### src/rtl/coop_comm_rx_parser.sv
// Receive-side parser for the co-op link: pops bytes from the UART RX FIFO,
// decodes "P:DDDD\r\n" position frames and tracks link liveness and errors.
module coop_comm_rx_parser #(
    parameter int FCLK_HZ    = 100_000_000,
    parameter int TIMEOUT_MS = 200
) (
    input  logic        clk,
    input  logic        rst,
    input  logic        rx_empty,
    input  logic [7:0]  r_data,
    output logic        rd_uart,
    output logic [11:0] remote_xpos,
    output logic        xpos_valid,
    output logic        frame_err,
    output logic        link_alive,
    output logic [7:0]  err_cnt
);

    localparam int TO_CYCLES = (FCLK_HZ / 1000) * TIMEOUT_MS;
    localparam int TW        = $clog2(TO_CYCLES + 1);

    localparam logic [7:0] CH_P     = 8'h50;
    localparam logic [7:0] CH_COLON = 8'h3A;
    localparam logic [7:0] CH_CR    = 8'h0D;
    localparam logic [7:0] CH_LF    = 8'h0A;
    localparam logic [7:0] CH_0     = 8'h30;
    localparam logic [7:0] CH_9     = 8'h39;
    localparam logic [2:0] IDX_LAST = 3'd7;

    typedef enum logic {
        S_FETCH,
        S_PARSE
    } state_t;

    state_t        state_reg,      state_next;
    logic [7:0]    byte_reg,       byte_next;
    logic          rd_uart_reg,    rd_uart_next;
    logic [2:0]    idx_reg,        idx_next;
    logic [13:0]   acc_reg,        acc_next;
    logic [11:0]   xpos_reg,       xpos_next;
    logic          xpos_valid_reg, xpos_valid_next;
    logic          frame_err_reg,  frame_err_next;
    logic [7:0]    err_cnt_reg,    err_cnt_next;
    logic [TW-1:0] timer_reg,      timer_next;
    logic          alive_reg,      alive_next;

    logic          is_digit;
    logic [3:0]    digit;
    logic [7:0]    pos_match;
    logic          byte_match;

    // Fixed literal expected at each non-digit frame position.
    function automatic logic [7:0] pos_char(input int p);
        case (p)
            0:       pos_char = CH_P;
            1:       pos_char = CH_COLON;
            6:       pos_char = CH_CR;
            default: pos_char = CH_LF;
        endcase
    endfunction

    assign is_digit = (byte_reg >= CH_0) && (byte_reg <= CH_9);
    assign digit    = byte_reg[3:0];

    genvar gi;
    generate
        for (gi = 0; gi < 8; gi++) begin : g_pos
            if (gi >= 2 && gi <= 5) begin : g_digit
                assign pos_match[gi] = is_digit;
            end else begin : g_lit
                assign pos_match[gi] = (byte_reg == pos_char(gi));
            end
        end
    endgenerate

    assign byte_match = pos_match[idx_reg];

    always_ff @(posedge clk or posedge rst) begin
        if (rst) begin
            state_reg      <= S_FETCH;
            byte_reg       <= 8'd0;
            rd_uart_reg    <= 1'b0;
            idx_reg        <= 3'd0;
            acc_reg        <= 14'd0;
            xpos_reg       <= 12'd0;
            xpos_valid_reg <= 1'b0;
            frame_err_reg  <= 1'b0;
            err_cnt_reg    <= 8'd0;
            timer_reg      <= '0;
            alive_reg      <= 1'b0;
        end else begin
            state_reg      <= state_next;
            byte_reg       <= byte_next;
            rd_uart_reg    <= rd_uart_next;
            idx_reg        <= idx_next;
            acc_reg        <= acc_next;
            xpos_reg       <= xpos_next;
            xpos_valid_reg <= xpos_valid_next;
            frame_err_reg  <= frame_err_next;
            err_cnt_reg    <= err_cnt_next;
            timer_reg      <= timer_next;
            alive_reg      <= alive_next;
        end
    end

    always_comb begin
        state_next      = state_reg;
        byte_next       = byte_reg;
        rd_uart_next    = 1'b0;
        idx_next        = idx_reg;
        acc_next        = acc_reg;
        xpos_next       = xpos_reg;
        xpos_valid_next = 1'b0;
        frame_err_next  = 1'b0;

        case (state_reg)
            S_FETCH: begin
                if (!rx_empty) begin
                    byte_next    = r_data;
                    rd_uart_next = 1'b1;
                    state_next   = S_PARSE;
                end
            end
            S_PARSE: begin
                state_next = S_FETCH;
                if (byte_match) begin
                    if (idx_reg == IDX_LAST) begin
                        idx_next = 3'd0;
                        if (acc_reg <= 14'd4095) begin
                            xpos_next       = acc_reg[11:0];
                            xpos_valid_next = 1'b1;
                        end else begin
                            frame_err_next = 1'b1;
                        end
                    end else begin
                        idx_next = idx_reg + 3'd1;
                        if (idx_reg == 3'd2) begin
                            acc_next = {10'd0, digit};
                        end else if (idx_reg >= 3'd3 && idx_reg <= 3'd5) begin
                            acc_next = acc_reg * 14'd10 + {10'd0, digit};
                        end
                    end
                end else if (idx_reg != 3'd0) begin
                    // A stray 'P' is taken as the start of a fresh frame.
                    frame_err_next = 1'b1;
                    idx_next       = (byte_reg == CH_P) ? 3'd1 : 3'd0;
                end
            end
            default: state_next = S_FETCH;
        endcase
    end

    always_comb begin
        err_cnt_next = err_cnt_reg;
        if (frame_err_next && err_cnt_reg != 8'hFF) begin
            err_cnt_next = err_cnt_reg + 8'd1;
        end
    end

    // A frame accepted on the same edge the timer expires keeps the link up.
    always_comb begin
        timer_next = timer_reg;
        alive_next = alive_reg;
        if (xpos_valid_next) begin
            timer_next = TW'(TO_CYCLES - 1);
            alive_next = 1'b1;
        end else if (timer_reg != '0) begin
            timer_next = timer_reg - TW'(1);
        end else begin
            alive_next = 1'b0;
        end
    end

    assign rd_uart     = rd_uart_reg;
    assign remote_xpos = xpos_reg;
    assign xpos_valid  = xpos_valid_reg;
    assign frame_err   = frame_err_reg;
    assign link_alive  = alive_reg;
    assign err_cnt     = err_cnt_reg;

endmodule

### config.mk
export PLATFORM = sky130hd
export DESIGN_NAME = coop_comm_rx_parser
export DESIGN_NICKNAME = d
export VERILOG_FILES = /design/src/rtl/coop_comm_rx_parser.sv
export SDC_FILE = /design/constraint.sdc
export NUM_CORES = 1
export LEC_CHECK = 0
export ABC_AREA = 0
export BUFFER_PORTS_ARGS = -buffer_cell sky130_fd_sc_hd__buf_2
export CORE_UTILIZATION = 30
export CTS_BUF_LIST = sky130_fd_sc_hd__clkbuf_8 sky130_fd_sc_hd__clkbuf_16
export CTS_CLUSTER_DIAMETER = 50
export DETAILED_ROUTE_END_ITERATION = 6
export PLACE_DENSITY = 0.51
export SLEW_MARGIN = 20
export SYNTH_ARGS = -nofsm -noshare
export SYNTH_HDL_FRONTEND = slang
export SYNTH_SLANG_ARGS = --single-unit
### constraint.sdc
create_clock -name clk -period 3.4 [get_ports clk]
set_clock_uncertainty 0.1 [all_clocks]
set_input_delay 0.17 -clock clk [delete_from_list [all_inputs] [get_ports clk]]
set_output_delay 0.17 -clock clk [all_outputs]
set_load 0.01 [all_outputs]
[Yosys cells after proc, flatten, opt, wreduce, memory -nomap -nowiden]
Cells that the tools add are included.
Storage, ports and cells
  logic and storage cells: 69
  register bits after elaboration: 75
  input port bits: 11
Operators by class
  $mul: 1
  equality and inequality tests: 8
  $lt $le $gt $ge: 6
  reduce and logical (&&, ||, !) cells: 12
  multiplexer cells: 24
  add/subtract/negate cells: 4
  bitwise gates (word level): 3
Operators by type and width (count)
  25-bit 2-to-1 mux: 2
  14-bit 2-to-1 mux: 2
  25-bit nonzero test: 1
  25-bit by 1-bit subtractor with 25-bit output (second input constant): 1
  8-bit by 4-bit == test with 1-bit output (second input constant): 2
  1-bit 2-to-1 mux: 15
  14-bit by 4-bit adder with 14-bit output: 1
  14-bit by 12-bit less-or-equal comparator with 1-bit output (second input constant): 1
  14-bit by 3-bit multiplier with 13-bit output (second input constant): 1
  3-bit 2-to-1 mux: 3
  8-bit by 1-bit adder with 8-bit output (second input constant): 1
  8-bit by 6-bit == test with 1-bit output (second input constant): 1
  8-bit by 7-bit == test with 1-bit output (second input constant): 1
  8-bit by 6-bit greater-or-equal comparator with 1-bit output (second input constant): 1
  8-bit by 6-bit less-or-equal comparator with 1-bit output (second input constant): 1
  8-bit inequality test (second input constant): 1
  4-bit AND reduction: 2
  2-bit nonzero test: 3
  3-bit by 4-bit < comparator with 1-bit output (second input constant): 1
  2-bit AND reduction: 2
  3-bit by 1-bit adder with 3-bit output (second input constant): 1
  1-bit binary-select mux with 3-bit select: 1
  3-bit by 2-bit == test with 1-bit output (second input constant): 1
  3-bit == test (second input constant): 1
  other kinds (7): 11

[Logic depth before layout (Yosys ltp)]
Gate-level depths: netlist of the first run.
  depth after elaboration: 7
  gate-level depth with buffers: 10
  mapped depth without buffers: 10

[Worst setup path after synthesis of the first run]
OpenSTA, ideal clock, no wires.
  path kind: register to register
  start point: register acc_reg[1]
  end point: register acc_reg[13]
  arrival: 2958 ps
  stages on the path, launching flop included: 11
  library setup time: 124 ps
  setup slack: 218 ps
  buffers on the path: 0
  cells stage by stage: dfrtp_1 -> ha_1 -> ha_1 -> fa_1 -> a21o_1 -> a21oi_1 -> xnor2_1 -> nand3_1 -> a2111oi_2 -> mux2_1 -> a211o_1
On the way
  cells in the longest elaborated chain, start to end: 4
Ends and longest elaborated chain
  start, declared: RTL line 39  | logic [13:0] acc_reg, acc_next;
  start signal, assigned: RTL line 96  | acc_reg <= acc_next;
  14-bit by 3-bit multiplier with 13-bit output: RTL line 140  | acc_next = acc_reg * 14'd10 + {10'd0, digit};
  14-bit by 4-bit adder with 14-bit output: RTL line 140
  14-bit 2-to-1 mux: RTL line 139  | end else if (idx_reg >= 3'd3 && idx_reg <= 3'd5) begin
  14-bit 2-to-1 mux: RTL line 137  | if (idx_reg == 3'd2) begin
No other way between the ends. The select of a mux whose other input is x is not followed.
A chain may end at the register's enable or synchronous reset.

[Worst setup path in the final report of the first run]
  start point: register acc_reg[2]
  end point: register acc_reg[13]
The elaborated chain is that of the path after synthesis.

==> impl_metrics.yaml, run 1 <==
floorplanning:
  die_x_um: 120
  start_util: 0.311
  dieArea_um2: 14400
  num_rows: 42
  io_pins: 35
  die_h_um: 120
  core_area_um2: 13500
power_and_ir_drop:
  seqPwrFrac: 0.494
  switching_share: 0.229
  leakagePower_nw: 2.59
  power_density_nw_per_um2: 375
  p_int_mw: 1.44
  p_sw_mw: 0.426
  power_frac_comb: 0.044
  irDropWorstVdd_mv: 0.273
  clkPwrFrac: 0.462
clocking:
  clock_path_buffers: 2
  numCtsBuffers: 9
  clock-sinks: 74
  path_clk_slew_ns: 0.06
  cts_max_level: 3
  clock_latency_ns: 0.34
  ctsRootBufferMaster: "clkbuf_16"
  cts_tree: "yes"
critical_path:
  path_class: "register to register"
  worst_ep_arrival_time_ns: 3.38
  crit_start: "acc_reg[2]$_DFFE_PP0P_"
  rr_endpoint: "acc_reg[13]$_DFFE_PP0P_"
  setup.worst_path.end: "acc_reg[13]$_DFFE_PP0P_"
  cp-start-kind: "register"
  r2r_start: "acc_reg[2]$_DFFE_PP0P_"
  r2r_setup_slack_ns: 0.15
  cp.required_ns: 3.53
  cp-end-kind: "register"
  cp_max_fo: 4
  r2r_cells: 9
outcome:
  status: "finished clean"
logic_synthesis:
  synth.avg_cell_area_um2: 9.90
  yosys_register_bits: 74
  synthSimpleGateAreaFrac: 0.208
  synth_cell_types: 56
  synth_top_area_cell: "dfrtp_1"
  async_flop_share: 1.00
  ys_top_cells_by_count: "dfrtp_1 (74), nand2_1 (67), nor2_1 (36)"
  synth_compound_area_frac: 0.115
  muxShareOfSynthArea: 0.0343
  yosysMostFrequentCell: "dfrtp_1"
  netlist_area_um2: 4190
  synth-xor-area-share: 0.0857
  synth_top_area_frac: 0.442
  ys_warn_count: 0
  synth_top_family_by_area: "simple AND/OR/NAND/NOR gates"
  synth_edf_count: 0
  synthCells: 423
  ys_top_cells_by_area: "dfrtp_1 (44%), ha_1 (8.4%), nand2_1 (6.0%)"
  synth_flop_cell: "dfrtp_1"
  yosysSeqAreaShare: 0.442
  yosys.area_share.adder: 0.0932
  syn_nets: 464
final_layout:
  postLayoutCoreUtil: 0.370
  insertedDiodeCount: 0
  synthToLayoutAreaGrowth_pct: 18.8
  finalNetCount: 515
  drive_gt1_frac: 0.169
  largest_reg_flops: 25
detailed_routing:
  drcViolationCount: 0
  via_per_inst: 4.79
  firstDrtPassIters: 4
  vias: 3135
  antenna_left: 0
  drt-total-wl_um: 8510
  wl_per_cell_um: 13.0
  drtIter0Drc: 105
timing:
  fin_crit_sh: 0.956
  period_needed_ns: 3.25
  setup_viol: 0
  hold_violations: 0
  slew_viol_final: 0
  rsz0062_at_grt: "no"
  max_slew_margin: 0.387
  worstMarginPinSlew_ns: 0.920
  fmax_ghz: 0.308
  fin_tns_setup_ns: 0
global_route:
  antenna_found_initial: 0
  grt-ovfl-total: 0
  grt_pass1_vias: 3184
  grt_usage: 0.133
  grt_max_degree: 75
  grt_pass1_wl_um: 15100
run:
  drv_cap: 0
place:
  portBuffers: 34
  gp_congestion: 0.787
  hpwl_um: 5930
worst_hold_path:
  hp-class: "input port to async pin"
through the flow:
step	instances	area (um^2)	setup WS [ns]	hold slack, ns	power, mW
CTS	654	4940	0.0669	0.0524	1.90
detailed placement	630	4590	0.0839	0.293	1.02
global route	655	4980	0.0231	0.0640	1.95
finish	655	4980	0.149	0.00124	1.87
floorplan	423	4190	0.218	0.187	0.987
global placement	630	4590	0.126	0.290	1.01
worst min-delay path by stage:
stage,start,cells past startpoint,end
floorplan,r_data[2],2,byte_reg[2]$_DFFE_PP0P_
global placement,r_data[2],3,byte_reg[2]$_DFFE_PP0P_
detailed placement,r_data[2],3,byte_reg[2]$_DFFE_PP0P_
CTS,rst,3,err_cnt[5]$_DFFE_PP0P_
global route,rx_empty,2,rd_uart$_DFF_PP0_
finish,rst,3,err_cnt[5]$_DFFE_PP0P_
layer usage:
layer | vias to the layer above | global-route usage | wire length (um)
li1 | 1589 | - | -
met1 | 1501 | 0.169 | 4170
met2 | 35 | 0.211 | 3880
met3 | 10 | 0.0475 | 352
met4 | 0 | 0.0406 | 104
met5 | - | 0 | 0
power by group through the flow:
| stage | combinational, mW | sequential (mW) | clock, mW |
|---|---|---|---|
| global route | 0.0933 | 0.926 | 0.934 |
| floorplan | 0.0542 | 0.932 | 0 |
| CTS | 0.0843 | 0.922 | 0.897 |
| detailed placement | 0.0776 | 0.938 | 0 |
| finish | 0.0813 | 0.923 | 0.862 |
| global placement | 0.0770 | 0.937 | 0 |
worst max-delay path: stages (launching register included):
cell	delay, ns
dfrtp_1	0.41
ha_1	0.36
ha_1	0.33
a21oi_1	0.07
nand4b_1	0.24
a22o_1	0.31
or3b_4	0.43
a2111oi_4	0.31
mux2_1	0.35
a211o_1	0.23
placed cells by master, fill, tap and decap left out, types with 2 or more instances in the layout:
cell type and count:
a211oi_1 2, a211oi_2 2, a21o_1 6, a21oi_1 13, a22o_1 10, a31oi_1 3, and3_1 2, buf_2 34
buf_4 9, clkbuf_16 9, clkinv_2 3, dfrtp_1 74, dlygate4sd3_1 8, ha_1 28, inv_1 13, inv_2 2
mux2_1 3, mux2_2 8, mux2i_1 2, nand2_1 67, nand2b_1 5, nand3_1 11, nand3b_1 4, nand4_1 7
nand4b_1 2, nor2_1 36, nor2b_1 6, nor3_1 10, nor3b_1 2, nor4_1 4, nor4bb_1 5, o211ai_1 2
o21a_1 2, o21ai_0 13, o21ai_1 4, or3_1 3, or4_1 2, xnor2_1 27, xor2_1 14
what timing repair did:
item / 4_1_cts / 5_1_grt
hold buffers: 8 / 0
gates resized for setup: 0 / 6
setup buffers: 0 / 1
setup endpoints to repair: 0 / 1
endpoints found under the hold margin: 8 / 0
area by class of cell:
cell class | instances | area, um^2
fillers | 1412 | 8480
multi-input cells | 326 | 2280
repair buffers | 51 | 318
well taps | 176 | 220
clock inverters | 6 | 26.3
inverters | 12 | 45.0
clock buffers | 10 | 239
flip-flops and latches | 74 | 1850
logic make-up (layout without fill, tap and decap cells):
family | Yosys count | in the layout
AND/OR/NAND/NOR | 174 | 174
XOR/XNOR | 41 | 41
flip-flops | 74 | 74
multiplexers | 13 | 13
adder cells (fa/ha/maj) | 30 | 30
AO/OA/AOI/OAI | 68 | 68
buffers and inverters | 23 | 79
Note: power is estimated with default switching activity, not from simulation.
==> run 2, diff against run 1 <==
--- a/config.mk
+++ b/config.mk
@@ -7,6 +7,7 @@
 export LEC_CHECK = 0
 export ABC_AREA = 0
 export BUFFER_PORTS_ARGS = -buffer_cell sky130_fd_sc_hd__buf_2
+export CORE_MARGIN = 2
 export CORE_UTILIZATION = 30
 export CTS_BUF_LIST = sky130_fd_sc_hd__clkbuf_8 sky130_fd_sc_hd__clkbuf_16
 export CTS_CLUSTER_DIAMETER = 50
==> run 2 against run 1 <==
Compared with the run above:
- clock-buffer cell count is 2 higher
- largest power group is now clock
- cell count is 0.76% higher
- fmax is 0.33% lower
- sequential power hardly changed
- largest cell class unchanged
==> impl_metrics.yaml, run 2 (synthesis gave the netlist of run 1 again) <==
outcome:
  status: "finished clean"
detailed_routing:
  firstDrtPassIters: 4
  drt-total-wl_um: 9170
  antenna_left: 0
  drtIter0Drc: 164
  vias: 3199
  wl_per_cell_um: 13.9
  drcViolationCount: 0
  via_per_inst: 4.85
run:
  drv_cap: 0
final_layout:
  final_common_cell: "dfrtp_1"
  drive_gt1_frac: 0.179
  largest_reg_flops: 25
  synthToLayoutAreaGrowth_pct: 21.3
  insertedDiodeCount: 0
  finalNetCount: 516
  fillers: 1416
  final_cell_mix: "dfrtp_1 (74), nand2_1 (67), nor2_1 (36)"
power_and_ir_drop:
  power_density_nw_per_um2: 408
  irDropWorstVdd_mv: 0.271
  leakagePower_nw: 2.61
timing:
  timing.final.ws_setup_ns: 0.138
  max_slew_margin: 0.465
  fin_crit_sh: 0.959
  period_needed_ns: 3.26
  fmax_ghz: 0.307
  hold_violations: 0
  worstMarginPinSlew_ns: 0.796
  fin_hold_ws_ns: 0.0338
  slew_viol_final: 0
  setup_viol: 0
global_route:
  grt-ovfl-total: 0
  grt_pass1_vias: 3201
  grt_usage: 0.133
  grt_pass1_wl_um: 15500
  antenna_found_initial: 0
  grt_max_degree: 75
floorplanning:
  die_h_um: 122
  core_area_um2: 13800
  io_pins: 35
  die_x_um: 122
  dieArea_um2: 14900
  num_rows: 43
  start_util: 0.304
critical_path:
  path_class: "register to register"
  cp-start-kind: "register"
  worst_ep_arrival_time_ns: 3.39
  cp.required_ns: 3.52
  crit_chain: "ha_1 > ha_1 > a21oi_1 > nand4b_1 > a22o_1 > or3b_4 > a2111oi_4 > mux2_2 > a211o_1"
  crit_path_frequent_cell: "ha_1"
  crit_slowest_cell: "or3b_4"
  cp_max_fo: 4
  slowest_delay_ns: 0.43
  cp-end-kind: "register"
clocking:
  numCtsBuffers: 9
  clock_latency_ns: 0.34
  ctsRootBufferMaster: "clkbuf_16"
  cts_tree: "yes"
  cts_max_level: 3
  clock_path_buffers: 2
  path_clk_slew_ns: 0.06
  clock-sinks: 74
place:
  gp_congestion: 0.790
  dp_slack_ns: 0.0946
  portBuffers: 34
  hpwl_um: 6340
worst_hold_path:
  hp-class: "input port to register"
[run 2: changes by cell type in the layout (fill, tap and decap cells not counted), moves of 2 or more]
| cell | previous run | this run |
|---|---|---|
| inv_1 | 13 | 10 |
| clkinv_2 | 3 | 1 |
| bufinv_16 | 0 | 2 |
| clkbuf_8 | 1 | 3 |
[run 2: cell type report]
cell class	count	area, um^2	area share
inverters	12	45.0	0.00886
multi-input cells	326	2280	0.449
flip-flops and latches	74	1850	0.364
clock buffers	12	267	0.0525
clock inverters	4	72.6	0.0143
well taps	180	225	0.0443
repair buffers	52	340	0.0670
[run 2: metal layers]
metal | track usage | vias to the layer above | part of all wire
met2 | 0.217 | 39 | 0.48
met5 | 0 | - | 0
met4 | 0.0431 | 0 | 0.015
li1 | - | 1589 | -
met1 | 0.166 | 1561 | 0.47
met3 | 0.0449 | 10 | 0.033
[run 2: report_power, final]
part,internal [mW],switching (mW),total (mW)
Combinational,0.0415,0.0439,0.0854
Clock,0.701,0.367,1.07
Sequential,0.899,0.0231,0.922
[run 2: worst max-delay path: cells and delay by family (launching register included)]
| kind | cells | cell delay, ns |
|---|---|---|
| flops | 1 | 0.41 |
| compound gates | 4 | 0.90 |
| simple gates | 2 | 0.67 |
| fa+ha+maj | 2 | 0.69 |
| mux | 1 | 0.37 |
[run 2: repair_timing]
| action | 4_1_cts | 5_1_grt |
|---|---|---|
| hold buffers | 9 | 0 |
| endpoints found under the hold margin | 82 | 0 |
| buffers inserted | 0 | 1 |
| gates resized for setup | 0 | 8 |
| setup endpoints to repair | 0 | 1 |
[run 2: final timing paths]
kind                                            startpoint                    endpoint  slack [ns]  cells after the start
worst max-delay path                acc_reg[2]$_DFFE_PP0P_     acc_reg[13]$_DFFE_PP0P_        0.14                      9
worst max register to register      acc_reg[2]$_DFFE_PP0P_     acc_reg[13]$_DFFE_PP0P_        0.14                      9
max in group asynchronous                              rst  remote_xpos[2]$_DFFE_PP0P_        2.52                      4
worst min-delay path                              rx_empty           rd_uart$_DFF_PP0_        0.03                      2
worst min register to register  remote_xpos[9]$_DFFE_PP0P_  remote_xpos[9]$_DFFE_PP0P_        0.37                      2
min in group asynchronous                              rst      err_cnt[6]$_DFFE_PP0P_        0.36                      4
[run 2: through the flow]
stage,TNS [ns],instances,area (um^2),utilization,power [mW]
floorplan,0,423,4190,-,0.987
global placement,0,634,4610,0.335,1.02
global route,-0.00880,660,5080,0.369,2.17
CTS,0,659,5040,0.366,2.12
finish,0,660,5080,0.369,2.07
detailed placement,0,634,4610,0.335,1.02
==> run 3, diff against run 2 <==
--- a/config.mk
+++ b/config.mk
@@ -5,7 +5,7 @@
 export SDC_FILE = /design/constraint.sdc
 export NUM_CORES = 1
 export LEC_CHECK = 0
-export ABC_AREA = 0
+export ABC_AREA = 1
 export BUFFER_PORTS_ARGS = -buffer_cell sky130_fd_sc_hd__buf_2
 export CORE_MARGIN = 2
 export CORE_UTILIZATION = 30
==> run 3 against run 2 <==
Compared with the run above:
- total power up 64%
- fmax is 19% higher
- first-iteration DRC count is 43% higher
- worst hold slack gained 0.032 ns
- routed wire length increased by 15%
- cell count rose by 35%
- global-route usage rose by 0.47 points
- combinational power grew to 12 times the previous value
- die area is 13% higher
- clock-buffer cell count fell by 1
- design area rose by 10%
- core utilization fell by 1.3 points
==> impl_metrics.yaml, run 3 <==
timing:
  max_slew_margin: 0.481
  rsz0062_at_grt: "no"
  period_needed_ns: 2.73
  fin_hold_ws_ns: 0.0661
  slew_viol_final: 0
  setup_viol: 0
  hold_violations: 0
  fin_crit_sh: 0.803
  fin_tns_setup_ns: 0
  worstMarginPinSlew_ns: 0.775
  fmax_ghz: 0.366
detailed_routing:
  wl_met1_um: 5240
  firstDrtPassIters: 5
  drcViolationCount: 0
  via_per_inst: 4.50
  drtIter0Drc: 235
  met2_length_um: 4860
  antenna_left: 0
  drt-total-wl_um: 10500
  wl_per_cell_um: 11.9
  vias: 3995
  wl_met3_um: 332
  routed.top_layer: "met4"
critical_path:
  crit_buf_inv: 1
  crit_family: "adder cells"
  crit_slowest_cell: "fa_1"
  cp-end-kind: "register"
  cp_max_fo: 3
  cp.required_ns: 3.53
  worst_ep_arrival_time_ns: 2.86
  path_class: "register to register"
  cp-start-kind: "register"
  crit_chain: "ha_1 > ha_1 > fa_1 > nand2_1 > inv_1 > nand2_1 > nor2_1 > nand3_1 > nor2_1 > nand3_1 > nor2_1 > nand3_1 > nand3_1 > nand2_1"
  crit_path_frequent_cell: "nand3_1"
  slowest_delay_ns: 0.53
final_layout:
  final_cell_mix: "nand2_1 (176), inv_1 (79), dfrtp_1 (74)"
  finalNetCount: 708
  final_common_cell: "nand2_1"
  insertedDiodeCount: 0
  regArea_um2: 1850
  largest_reg_flops: 25
  drive_gt1_frac: 0.137
  postLayoutCoreUtil: 0.356
  stdcell_area_um2: 5600
  multi_input_area_um2: 2520
  fillers: 1626
  synthToLayoutAreaGrowth_pct: 17.4
logic_synthesis:
  yosysMostFrequentCell: "nand2_1"
  synth_top_area_cell: "dfrtp_1"
  async_flop_share: 1.00
  synth_top_area_frac: 0.388
  synthCells: 619
  ys_warn_count: 0
  synth.avg_cell_area_um2: 7.71
  yosysSeqAreaShare: 0.388
  yosys_register_bits: 74
  netlist_area_um2: 4770
  synth_flop_cell: "dfrtp_1"
  synth_cell_types: 41
  synth_edf_count: 0
  syn_nets: 660
  ys_top_cells_by_count: "nand2_1 (176), inv_1 (79), dfrtp_1 (74)"
  ys_top_cells_by_area: "dfrtp_1 (39%), nand2_1 (14%), ha_1 (7.3%)"
global_route:
  grt_max_degree: 51
  antenna_found_initial: 0
  grt_usage: 0.138
  grt_pass1_vias: 3965
  grt_pass1_wl_um: 18500
  grt-ovfl-total: 0
floorplanning:
  die_x_um: 130
  dieArea_um2: 16900
  core_area_um2: 15700
  start_util: 0.304
  die_h_um: 130
  num_rows: 46
  io_pins: 35
power_and_ir_drop:
  power_density_nw_per_um2: 607
  irDropWorstVdd_mv: 0.306
  leakagePower_nw: 2.88
  power_mw: 3.40
clocking:
  ctsRootBufferMaster: "clkbuf_16"
  cts_tree: "yes"
  clock_path_buffers: 2
  path_clk_slew_ns: 0.06
  numCtsBuffers: 9
  cts_max_level: 3
  clock-sinks: 74
  clock_latency_ns: 0.34
place:
  dpl_cell_area_um2: 5150
  portBuffers: 34
  gp_congestion: 0.827
  hpwl_um: 7970
worst_hold_path:
  hp-class: "input port to register"
run:
  drv_cap: 0
outcome:
  status: "finished clean"
[run 3: cell types whose count changed in the layout (fill, tap and decap cells not counted), moves of 10 or more]
cell	change
nand3_1	+32
nor2_1	+27
inv_1	+69
o21ai_0	+15
nand2_1	+109
xnor2_1	-19
a22o_1	-10
[run 3: cells by family (layout without fill, tap and decap cells)]
kind of cell,after synthesis,in the layout,synth area share
buf+inv,94,147,0.0839
flops,74,74,0.388
mux,1,1,0.00236
fa+ha+maj,30,30,0.0818
xor+xnor,27,27,0.0496
compound gates,58,58,0.0755
simple gates,335,335,0.319
[run 3: routing by layer]
metal  track usage  vias to the layer above
met2         0.225                       61
li1              -                     2068
met3        0.0344                        5
met5             0                        -
met4        0.0436                        0
met1         0.180                     1861
[run 3: worst register-to-register path: cells and delay by family (launching register included)]
family / cells / cell delay, ns
buf+inv: 1 / 0.08
flops: 1 / 0.42
simple gates: 10 / 0.95
fa+ha+maj: 3 / 1.06
[run 3: what timing repair did]
item                      CTS  global route
buffers inserted            0             0
resized for setup           0             0
hold buffers                9             0
hold endpoints to repair   56             0
[run 3: report_power, final]
group / switching (mW) / internal [mW] / total (mW)
Combinational: 0.611 / 0.380 / 0.991
Sequential: 0.207 / 1.07 / 1.28
Clock: 0.376 / 0.754 / 1.13
[run 3: final timing paths]
path	from	to	slack, ns	cells after the start
setup / recovery	acc_reg[3]$_DFFE_PP0P_	acc_reg[13]$_DFFE_PP0P_	0.67	14
hold reg to reg	remote_xpos[9]$_DFFE_PP0P_	remote_xpos[9]$_DFFE_PP0P_	0.38	2
min in group asynchronous	rst	err_cnt[5]$_DFFE_PP0P_	0.35	3
hold / removal	rx_empty	rd_uart$_DFF_PP0_	0.07	2
setup reg to reg	acc_reg[3]$_DFFE_PP0P_	acc_reg[13]$_DFFE_PP0P_	0.67	14
max in group asynchronous	rst	timer_reg[3]$_DFFE_PP0P_	2.11	4
[run 3: area by class of cell]
cell class | instances | share of cell area
timing repair buffer | 46 | 0.0505
clock buffer | 11 | 0.0451
sequential | 74 | 0.331
inverter | 85 | 0.0574
clock inverter | 5 | 0.0181
multi-input combinational | 451 | 0.450
tap | 216 | 0.0483
[run 3: per-stage QoR]
step,setup slack (ns),cells
after floorplan,0.901,619
after global placement,0.758,863
after detailed placement,0.692,863
after CTS,0.680,888
after global routing,0.424,888
final,0.669,888
